===== src/rtl/pc_trace_buffer_pkg.sv =====
// Shared types for the PC trace buffer.
// Holds the capture state encoding and the default PC width.
package proc_trace_pkg;

  localparam int PC_W = 64;

  typedef enum logic [1:0] {
    IDLE    = 2'd0,
    CAPTURE = 2'd1,
    FROZEN  = 2'd2
  } trace_state_t;

endpackage


===== src/rtl/pc_trace_buffer_if.sv =====
// PC sample stream and readout port of the trace buffer.
// master drives samples and pops, slave is the buffer.
interface pc_trace_buffer_if
  import proc_trace_pkg::*;
#(
  parameter int DATA_W = PC_W
);

  logic [DATA_W-1:0] pc_in;
  logic              pc_valid;
  logic              rd_en;
  logic [DATA_W-1:0] rd_data;
  logic              rd_valid;

  modport master (
    output pc_in,
    output pc_valid,
    output rd_en,
    input  rd_data,
    input  rd_valid
  );

  modport slave (
    input  pc_in,
    input  pc_valid,
    input  rd_en,
    output rd_data,
    output rd_valid
  );

endinterface


===== src/rtl/pc_trace_buffer_ram.sv =====
// Trace storage: one write port, one registered read port.
// Pointers live in the top; this block only stores and returns.
module trace_ram #(
  parameter int DATA_W = 64,
  parameter int DEPTH  = 16
) (
  input  logic                     clk,
  input  logic                     rst,
  input  logic                     i_we,
  input  logic [$clog2(DEPTH)-1:0] i_waddr,
  input  logic [DATA_W-1:0]        i_wdata,
  input  logic                     i_re,
  input  logic [$clog2(DEPTH)-1:0] i_raddr,
  output logic [DATA_W-1:0]        o_rdata
);

  logic [DATA_W-1:0] r_mem [DEPTH];
  logic [DATA_W-1:0] r_rdata;

  always_ff @(posedge clk) begin
    if (i_we) begin
      r_mem[i_waddr] <= i_wdata;
    end
  end

  always_ff @(posedge clk) begin
    if (rst) begin
      r_rdata <= '0;
    end else if (i_re) begin
      r_rdata <= r_mem[i_raddr];
    end
  end

  assign o_rdata = r_rdata;

endmodule


===== src/rtl/pc_trace_buffer.sv =====
// Circular PC history with change filter, halt and address trigger.
// Capture freezes on halt or trigger so the history can be popped.
module pc_trace_buffer
  import proc_trace_pkg::*;
#(
  parameter int DATA_W      = PC_W,
  parameter int DEPTH       = 16,
  parameter int STALL_LIMIT = 8,
  parameter int POST_TRIG   = 4
) (
  input  logic                       clk,
  input  logic                       rst,
  pc_trace_buffer_if.slave           bus,
  input  logic                       chg_only,
  input  logic                       arm,
  input  logic                       trig_en,
  input  logic [DATA_W-1:0]          trig_pc,
  output logic [$clog2(DEPTH+1)-1:0] count,
  output logic                       overflow,
  output logic                       stalled,
  output logic                       triggered,
  output logic [1:0]                 state_o
);

  localparam int PW = $clog2(DEPTH);
  localparam int CW = $clog2(DEPTH+1);
  localparam int SW = $clog2(STALL_LIMIT);

  localparam logic [1:0] S_IDLE   = 2'(IDLE);
  localparam logic [1:0] S_CAP    = 2'(CAPTURE);
  localparam logic [1:0] S_FROZEN = 2'(FROZEN);

  localparam logic [CW-1:0] FULL = CW'(DEPTH);
  localparam logic [SW-1:0] STALL_LAST =
    SW'(STALL_LIMIT - 2);
  localparam logic [PW-1:0] POST_LAST =
    (POST_TRIG == 0) ? '0 : PW'(POST_TRIG - 1);

  logic [1:0]        r_state;
  logic [PW-1:0]     r_wptr;
  logic [PW-1:0]     r_rptr;
  logic [CW-1:0]     r_count;
  logic              r_overflow;
  logic              r_stalled;
  logic              r_triggered;
  logic              r_have_rec;
  logic [DATA_W-1:0] r_last_pc;
  logic              r_have_prev;
  logic [DATA_W-1:0] r_prev_pc;
  logic [SW-1:0]     r_stall_cnt;
  logic [PW-1:0]     r_post_cnt;
  logic              r_rd_valid;

  logic              w_cap;
  logic              w_frz;
  logic              w_smp;
  logic              w_same;
  logic              w_hit;
  logic              w_rec;
  logic              w_stall_hit;
  logic              w_post_done;
  logic              w_freeze;
  logic              w_full;
  logic              w_rd;
  logic [1:0]        w_state_nxt;
  logic [DATA_W-1:0] w_rdata;

  assign w_cap  = (r_state == S_CAP);
  assign w_frz  = (r_state == S_FROZEN);
  assign w_smp  = w_cap && bus.pc_valid && !arm;
  assign w_same = r_have_prev &&
                  (bus.pc_in == r_prev_pc);

  // only the first match after arm counts as the trigger
  assign w_hit = w_smp && trig_en && !r_triggered &&
                 (bus.pc_in == trig_pc);

  // a trigger sample is kept even when the filter would drop it
  assign w_rec = w_smp &&
                 (!chg_only || !r_have_rec ||
                  (bus.pc_in != r_last_pc) || w_hit);

  assign w_stall_hit = w_smp && w_same &&
                       (r_stall_cnt == STALL_LAST);

  assign w_post_done = (POST_TRIG != 0) && w_rec &&
                       r_triggered &&
                       (r_post_cnt == POST_LAST);

  assign w_freeze = w_stall_hit || w_post_done ||
                    (w_hit && (POST_TRIG == 0));

  assign w_full = (r_count == FULL);
  assign w_rd   = w_frz && bus.rd_en && !arm &&
                  (r_count != '0);

  always_comb begin
    w_state_nxt = r_state;
    unique case (1'b1)
      arm:      w_state_nxt = S_CAP;
      w_freeze: w_state_nxt = S_FROZEN;
      default:  ;
    endcase
  end

  always_ff @(posedge clk) begin
    if (rst) begin
      r_state <= S_IDLE;
    end else begin
      r_state <= w_state_nxt;
    end
  end

  always_ff @(posedge clk) begin
    if (rst || arm) begin
      r_wptr      <= '0;
      r_rptr      <= '0;
      r_count     <= '0;
      r_overflow  <= 1'b0;
      r_stalled   <= 1'b0;
      r_triggered <= 1'b0;
      r_have_rec  <= 1'b0;
      r_last_pc   <= '0;
      r_have_prev <= 1'b0;
      r_prev_pc   <= '0;
      r_stall_cnt <= '0;
      r_post_cnt  <= '0;
      r_rd_valid  <= 1'b0;
    end else begin
      r_rd_valid <= w_rd;

      // halt detection sees every valid sample, filtered or not
      if (w_smp) begin
        r_have_prev <= 1'b1;
        r_prev_pc   <= bus.pc_in;
        r_stall_cnt <= w_same ? r_stall_cnt + 1'b1 : '0;
      end

      if (w_rec) begin
        r_wptr     <= r_wptr + 1'b1;
        r_last_pc  <= bus.pc_in;
        r_have_rec <= 1'b1;
        if (w_full) begin
          r_rptr     <= r_rptr + 1'b1;
          r_overflow <= 1'b1;
        end else begin
          r_count <= r_count + 1'b1;
        end
      end

      if (w_hit) begin
        r_triggered <= 1'b1;
      end
      if (w_rec && r_triggered) begin
        r_post_cnt <= r_post_cnt + 1'b1;
      end
      if (w_stall_hit) begin
        r_stalled <= 1'b1;
      end

      if (w_rd) begin
        r_rptr  <= r_rptr + 1'b1;
        r_count <= r_count - 1'b1;
      end
    end
  end

  trace_ram #(
    .DATA_W (DATA_W),
    .DEPTH  (DEPTH)
  ) u_ram (
    .clk     (clk),
    .rst     (rst),
    .i_we    (w_rec),
    .i_waddr (r_wptr),
    .i_wdata (bus.pc_in),
    .i_re    (w_rd),
    .i_raddr (r_rptr),
    .o_rdata (w_rdata)
  );

  assign bus.rd_data  = w_rdata;
  assign bus.rd_valid = r_rd_valid;

  assign count     = r_count;
  assign overflow  = r_overflow;
  assign stalled   = r_stalled;
  assign triggered = r_triggered;
  assign state_o   = r_state;

endmodule


===== src/flat_wrapper.sv =====
// flat-port wrapper written by rule: the top's interface ports become plain ports
module pc_trace_buffer_flat import proc_trace_pkg::*;
#(
  parameter int DATA_W      = PC_W,
  parameter int DEPTH       = 16,
  parameter int STALL_LIMIT = 8,
  parameter int POST_TRIG   = 4
)
  (clk, rst, chg_only, arm, trig_en, trig_pc, count, overflow, stalled, triggered, state_o, bus_pc_in, bus_pc_valid, bus_rd_en, bus_rd_data, bus_rd_valid);
  pc_trace_buffer_if #(.DATA_W(DATA_W)) bus_i ();
  input  logic clk;
  input  logic rst;
  input  logic chg_only;
  input  logic arm;
  input  logic trig_en;
  input  logic [DATA_W-1:0] trig_pc;
  output logic [$clog2(DEPTH+1)-1:0] count;
  output logic overflow;
  output logic stalled;
  output logic triggered;
  output logic [1:0] state_o;
  input wire logic [$bits(bus_i.pc_in)-1:0] bus_pc_in;
  input wire logic [$bits(bus_i.pc_valid)-1:0] bus_pc_valid;
  input wire logic [$bits(bus_i.rd_en)-1:0] bus_rd_en;
  output wire logic [$bits(bus_i.rd_data)-1:0] bus_rd_data;
  output wire logic [$bits(bus_i.rd_valid)-1:0] bus_rd_valid;
  assign bus_i.pc_in = bus_pc_in;
  assign bus_i.pc_valid = bus_pc_valid;
  assign bus_i.rd_en = bus_rd_en;
  assign bus_rd_data = bus_i.rd_data;
  assign bus_rd_valid = bus_i.rd_valid;
  pc_trace_buffer #(.DATA_W(DATA_W), .DEPTH(DEPTH), .STALL_LIMIT(STALL_LIMIT), .POST_TRIG(POST_TRIG)) u_core (.clk(clk), .rst(rst), .bus(bus_i), .chg_only(chg_only), .arm(arm), .trig_en(trig_en), .trig_pc(trig_pc), .count(count), .overflow(overflow), .stalled(stalled), .triggered(triggered), .state_o(state_o));
endmodule

===== config.mk =====
export PLATFORM = sky130hd
export DESIGN_NAME = pc_trace_buffer_flat
export DESIGN_NICKNAME = d
export VERILOG_FILES = /design/src/rtl/pc_trace_buffer_pkg.sv /design/src/rtl/pc_trace_buffer_if.sv /design/src/rtl/pc_trace_buffer_ram.sv /design/src/rtl/pc_trace_buffer.sv /design/src/flat_wrapper.sv
export SDC_FILE = /design/constraint.sdc
export NUM_CORES = 2
export LEC_CHECK = 0
export BUFFER_PORTS_ARGS = -buffer_cell sky130_fd_sc_hd__buf_2
export CORE_ASPECT_RATIO = 0.75
export CORE_MARGIN = 8
export CORE_UTILIZATION = 53
export DETAILED_ROUTE_END_ITERATION = 8
export PLACE_DENSITY = 0.8
export RECOVER_POWER = 50
export SYNTH_ARGS = -nofsm -noshare
export SYNTH_HDL_FRONTEND = slang
export SYNTH_SLANG_ARGS = --single-unit
export TNS_END_PERCENT = 100

===== constraint.sdc =====
create_clock -name clk -period 4 [get_ports clk]
set_clock_uncertainty 0.2 [all_clocks]
set_input_delay 0.4 -clock clk [delete_from_list [all_inputs] [get_ports clk]]
set_output_delay 0.4 -clock clk [all_outputs]
set_load 0.01 [all_outputs]

Yosys cells after proc, flatten, opt, wreduce, memory -nomap -nowiden
Memories as Yosys holds them, arrays and structs flattened. A register that Yosys moved wholly into a read port is not among the register bits.
Index checks and enable logic that the tools add are counted.
- flip-flop bits (word level): 156
- bits in writable memories: 1024
- bits of input ports: 135
- output and inout port bits: 75
- word-level logic and storage cells: 70
- memories: 1
- memory list (memory ; words ; bits a word ; rd ports ; clocked after memory_dff ; write ports ; RTL line ; text):
    u_core.u_ram.r_mem ; 16 ; 64 ; 1 ; 1 ; 1 ; pc_trace_buffer_ram.sv:17 ; logic [DATA_W-1:0] r_mem [DEPTH];
- add/subtract/negate cells: 6
- eq/ne operators: 9
- multiplexer cells: 10
- reductions and logical operators: 30
- operators by type and width (cell ; count):
    64-bit equality test ; 2
    64-bit inequality test ; 1
    5-bit two-way mux ; 3
    1-bit logical AND ; 14
    4-bit by 1-bit adder with 4-bit output (second input constant) ; 3
    4-bit two-way mux ; 3
    2-bit AND reduction ; 3
    2-bit nonzero test ; 3
    5-bit by 1-bit adder with 5-bit output (second input constant) ; 1
    5-bit equality test (second input constant) ; 1
    1-bit logical OR ; 5
    5-bit nonzero test ; 1
    5-bit by 1-bit subtractor with 5-bit output (second input constant) ; 1
    4-bit by 2-bit equality test with 1-bit output (second input constant) ; 1
    1-bit logical NOT ; 4
    2-bit one-hot mux with 2 select lines ; 1
    3-bit by 1-bit adder with 3-bit output (second input constant) ; 1
    3-bit equality test (second input constant) ; 1
    3-bit two-way mux ; 1
    2-bit by 1-bit equality test with 1-bit output (second input constant) ; 1
    2-bit equality test (second input constant) ; 1
    1-bit two-way mux ; 2
    2-bit inequality test (second input constant) ; 1

Depth between registers and ports, before layout
- depth after elaboration: 12
- mapped depth: 13
- mapped depth without buffers: 11

Modules after synthesis
Synthesis repeated with hierarchy kept, for this count alone.
- cell total of the unflattened synthesis: 3565
- area total of the unflattened synthesis: 50507.2 µm²
- by module, submodules not included (module ; instances ; cells an instance ; area an instance (µm²) ; seq. area each (µm²)):
    trace_ram ; 1 ; 2403 ; 41551.1 ; 32030.7
    pc_trace_buffer ; 1 ; 1162 ; 8956.1 ; 3123.0

Worst setup path after synthesis
OpenSTA, ideal clock, no wires.
- kind: input to register
- start point: input port arm
- end point: memory u_core.u_ram.r_mem[15][0] (enable)
- setup time: 0.429 ns
- data arrival time: 3.669 ns
- required time: 3.371 ns
- slack: -0.299 ns
- stages on the path: 10
- buffers on the path: 4
- path through: clkbuf_1 -> nand4bb_1 -> clkbuf_1 -> nor4_1 -> nand4_1 -> o2111a_1 -> buf_4 -> nor2_2 -> buf_2 -> and3_1
- cells in the longest elaborated chain, start to end: 9
- ends and longest elaborated chain (element ; RTL line ; text):
    start, declared ; flat_wrapper.sv:14 ; input logic arm;
    1-bit logical NOT * ; pc_trace_buffer.sv:70 ; assign w_smp = w_cap && bus.pc_valid && !arm;
    1-bit logical AND * ; pc_trace_buffer.sv:70 ;
    1-bit logical AND (3 in a row) ; pc_trace_buffer.sv:75 ; assign w_hit = w_smp && trig_en && !r_triggered &&
    1-bit logical OR ; pc_trace_buffer.sv:81 ; (bus.pc_in != r_last_pc) || w_hit);
    1-bit logical AND * ; pc_trace_buffer.sv:79 ; assign w_rec = w_smp &&
    1-bit two-way mux * ; pc_trace_buffer_ram.sv:21 ; if (i_we) begin
    1-bit two-way mux (implied by the code) * ; pc_trace_buffer_ram.sv:22 ; r_mem[i_waddr] <= i_wdata;
    end, declared ; pc_trace_buffer_ram.sv:17 ;
Every way passes the cells marked *; elsewhere a longest branch is shown, timed or not.

Final worst setup path
- start point: input port bus_pc_in[47]
- end point: register u_core.r_state[1], in the netlist u_core.state_o[1]
- cells in the longest elaborated chain, start to end: 8
- elaborated cells on any way between the ends: 15
- classes of those cells: 3 x eq/ne; 1 x mux; 11 x reduce/logical
- ends and longest elaborated chain (element ; RTL line ; text):
    start, declared ; flat_wrapper.sv:22 ; input wire logic [$bits(bus_i.pc_in)-1:0] bus_pc_in;
    64-bit inequality test / 64-bit equality test (equally long branches) ; pc_trace_buffer.sv:81, pc_trace_buffer.sv:76 ;
    1-bit logical OR / 1-bit logical AND (equally long branches) ; pc_trace_buffer.sv:80, pc_trace_buffer.sv:75 ;
    1-bit logical OR ; pc_trace_buffer.sv:81 ;
    1-bit logical AND ; pc_trace_buffer.sv:79 ;
    1-bit logical AND ; pc_trace_buffer.sv:86 ; assign w_post_done = (POST_TRIG != 0) && w_rec &&
    1-bit logical AND ; pc_trace_buffer.sv:87 ; r_triggered &&
    1-bit logical OR * ; pc_trace_buffer.sv:90 ; assign w_freeze = w_stall_hit || w_post_done ||
    2-bit one-hot mux with 2 select lines / 2-bit nonzero test (equally long branches) ; n/a ;
    end signal, assigned ; pc_trace_buffer.sv:110 ; r_state <= w_state_nxt;
    end, declared ; pc_trace_buffer.sv:39 ; logic [1:0] r_state;
Marks and branches as above.
A chain may end at the register's enable or synchronous reset.

==> impl_results.md <==
* Status: complete, but fails checks
* Failing checks: max-capacitance violations, max-slew violations, negative setup slack
* Met3 Use GR at 9.398%
* Nets@finish at 3275
* Sequential area share after synthesis at 71.54%
* CTS Sinks at 1244
* Number of antenna violations at the first check in global routing at 7
* Starting Density at 53.62%
* Average wire per standard cell at 32.14 µm
* Router iterations before antenna repair at 6
* Dpl cells at 4219
* Max Cap Violations at 1
* Width of the die at 367.6 µm
* Final Critical Period at 4.072 ns
* Net count after synthesis at 2948
* Total Wirelength at 143200 µm
* Via count at 28700
* Share of layout cells above drive strength 1 at 22.51%
* Global-route wire length before repair at 204000 µm
* Post-synth EDFFs at 1024
* Antenna-violating nets left at 0
* CTS tree: done
* Die height at 279.7 µm
* Most frequent cells after synthesis: 1024 x edfxtp_1, 320 x mux4_2, 271 x nand2_1
* Peak Freq at 0.2456 GHz
* Layout area overhead at 15.18%
* Fraction of the cycle the final worst path needs at 101.8%
* Synthesized instance count at 2801
* Worst Hold Class: in2reg
* VDD IR max at 0.3878 mV
* Num CTS Buffers at 110
* Slowest-stage cell, CP: nor4_1
* Netlist cell types at 65
* Total power per unit cell area at 461.2 nW/µm²
* Final hold vios at 0
* Synth top area share at 62.58%
* Fin cells at 4454
* Top Usage Layer GRT: met2
* R2R cell count at 8
* Pleak at 17.22 nW
* CTS max path bufs at 3
* CP Data Arrival Time at 4.50 ns
* Rows at 96
* Detailed Route Iter0 Violations at 4109
* Cell Area, Synth at 49140 µm²
* Setup violators final at 185
* Worst-path clk slew at 0.07 ns
* Kind of critical path: in2reg
* Worst-path maximum fanout at 72
* Worst hold stages at 2
* Vias in the first global route at 28720
* Avg Cell Area, Syn at 17.54 µm²
* Slew HR at -20.85%
* RSZ-0062 raised after global routing: false
* Routed vias/inst at 6.445
* Req. time, crit path at 4.43 ns
* Root cell of the clock tree: clkbuf_16
* Pins Over Slew Limit at 141
* Skew-Pair Late Insertion Delay at 0.71 ns
* Largest net degree at the start of global routing at 142
* Dpl ws at -0.8464 ns
* Num ports at 210
* Total grt overflow at 0
* Critical path's largest stage delay at 0.80 ns
* Top cells by area, synth: edfxtp_1 63%, mux4_2 15%, dfxtp_1 9.0%, xnor2_1 2.2%, nand2_1 2.1%
* Placer congestion estimate at 0.9601
* Yosys top cell by area: edfxtp_1
* CP startpoint kind: input pin
* Crit-path cells: clkbuf_1 -> xnor2_1 -> buf_4 -> nand4_1 -> buf_4 -> nor3_1 -> nand4_1 -> o2111a_2 -> buf_4 -> nor4_1 -> o31a_1
* H-tree depth at 3
* Final worst slack at -0.07237 ns
* Total chip power at 26.10 mW
* Seq cells post-synth at 1244
* Total GRT Usage at 27.18%
* Die ar. at 102800 µm²
* Setup TNS at -4.195 ns
* Met1 usage at 37.82%
* Worst Setup End Kind: flop
* Most used flip-flop cell after synthesis: edfxtp_1
* Met2 Track Usage GR at 41.35%
* Most used cell, CP: buf_4
* Core Area at 91650 µm²
* IO Port Bufs at 209
* # DRC at 0
* Asr flop ratio synth at 0%
* DP Wirelength at 91260 µm
* Worst Tran Pin Value at 1.813 ns
* Warnings from Yosys at 0
* Most common cell in the netlist: edfxtp_1
## worst paths after layout
| path | start | slack (ns) | endpoint |
|---|---|---|---|
| worst min-delay path | bus_pc_in[4] | 0.03 | u_core.u_ram.r_mem[3][4]$_DFFE_PP_ |
| worst max register to register | u_core.r_last_pc[7]$_SDFFE_PP0P_ | 0.22 | u_core.state_o[1]$_SDFFE_PP0P_ |
| worst max-delay path | bus_pc_in[47] | -0.07 | u_core.state_o[1]$_SDFFE_PP0P_ |
| worst min register to register | u_core.u_ram.o_rdata[41]$_SDFFE_PP0P_ | 0.26 | u_core.u_ram.o_rdata[41]$_SDFFE_PP0P_ |
## cell type report
class                           count  area [µm²]
Clock inverter                     62       775.7
Multi-Input combinational cell   1315       13110
Sequential cell                  1244       35170
Timing Repair Buffer              422        2854
Inverter                           35       132.6
Clock buffer                      147        3014
Antenna cell                        4       10.01
Fill cell                        6354       35050
Tap cell                         1225        1533
## flip-flops by register name, indices dropped and copies added (netlist names)
signal,cells
u_core.u_ram.r_mem,1024
u_core.r_last_pc,64
u_core.r_prev_pc,64
u_core.u_ram.o_rdata,64
u_core.count,5
u_core.r_post_cnt,4
u_core.r_rptr,4
u_core.r_wptr,4
u_core.r_stall_cnt,3
u_core.state_o,2
u_core.bus.rd_valid,1
u_core.overflow,1
u_core.r_have_prev,1
u_core.r_have_rec,1
u_core.stalled,1
u_core.triggered,1
## critical path: cells and delay by family
family	cells	cell delay (ns)
and+or+nand+nor	4	2.04
xor gates and xnor gates	1	0.17
AOI/OAI and AO/OA	2	0.69
buffers and inverters	4	1.16
## cells by family after synthesis
logic type      Yosys count  synth area share (%)
compound gates          335                 3.891
simple gates            483                 4.558
flops                  1244                 71.54
mux                     325                 14.77
buf+inv                 244                 2.103
xor+xnor                158                 2.816
fa+ha+maj                12                0.3208
## per-layer routing
metal / part of all wire [%] / wire (µm) / vias up
met5: 0.017 / 24 / -
met4: 2.8 / 3971 / 4
met3: 14 / 20520 / 251
met2: 45 / 64780 / 1982
met1: 38 / 53850 / 14810
li1: - / - / 11660
## placed cells by master (no fill, tap or decap), types with 18 or more instances in the layout
master     instances
edfxtp_1        1024
nor4_1            22
clkbuf_1         232
inv_1             34
nand3_1           76
a21oi_1          202
o21ai_0           56
nand2_1          271
buf_12            50
mux4_2           320
buf_2             82
clkinv_2          18
buf_4             63
xnor2_1          125
clkbuf_16        112
xor2_1            33
dfxtp_1          216
nand4_1           38
## per-stage QoR
| stage | hold slack [ns] | cell area [µm²] | utilization (%) |
|---|---|---|---|
| after floorplan | 0.2363 | 49160 | - |
| after global placement | 0.2413 | 53040 | 57.88 |
| after detailed placement | 0.2470 | 53040 | 57.88 |
| after CTS | 0.001326 | 57000 | 62.19 |
| after global routing | 0.03416 | 56590 | 61.75 |
| final | 0.02516 | 56600 | 61.76 |
## power breakdown
part	total (mW)	switching, mW	internal, mW
clock	11.2	4.80	6.36
combinational	0.898	0.651	0.248
sequential	14.0	0.0170	14.0
total	26.1	5.47	20.6
## timing repair
action | CTS | global route
resized for setup | 1 | 1
hold buffers | 16 | 0
endpoints found under the hold margin | 97 | 0
gates cloned | 0 | 2
setup endpoints to repair | 383 | 344
pin swaps | 0 | 4
buffers inserted | 0 | 4
(Power assumes the default switching activity.)
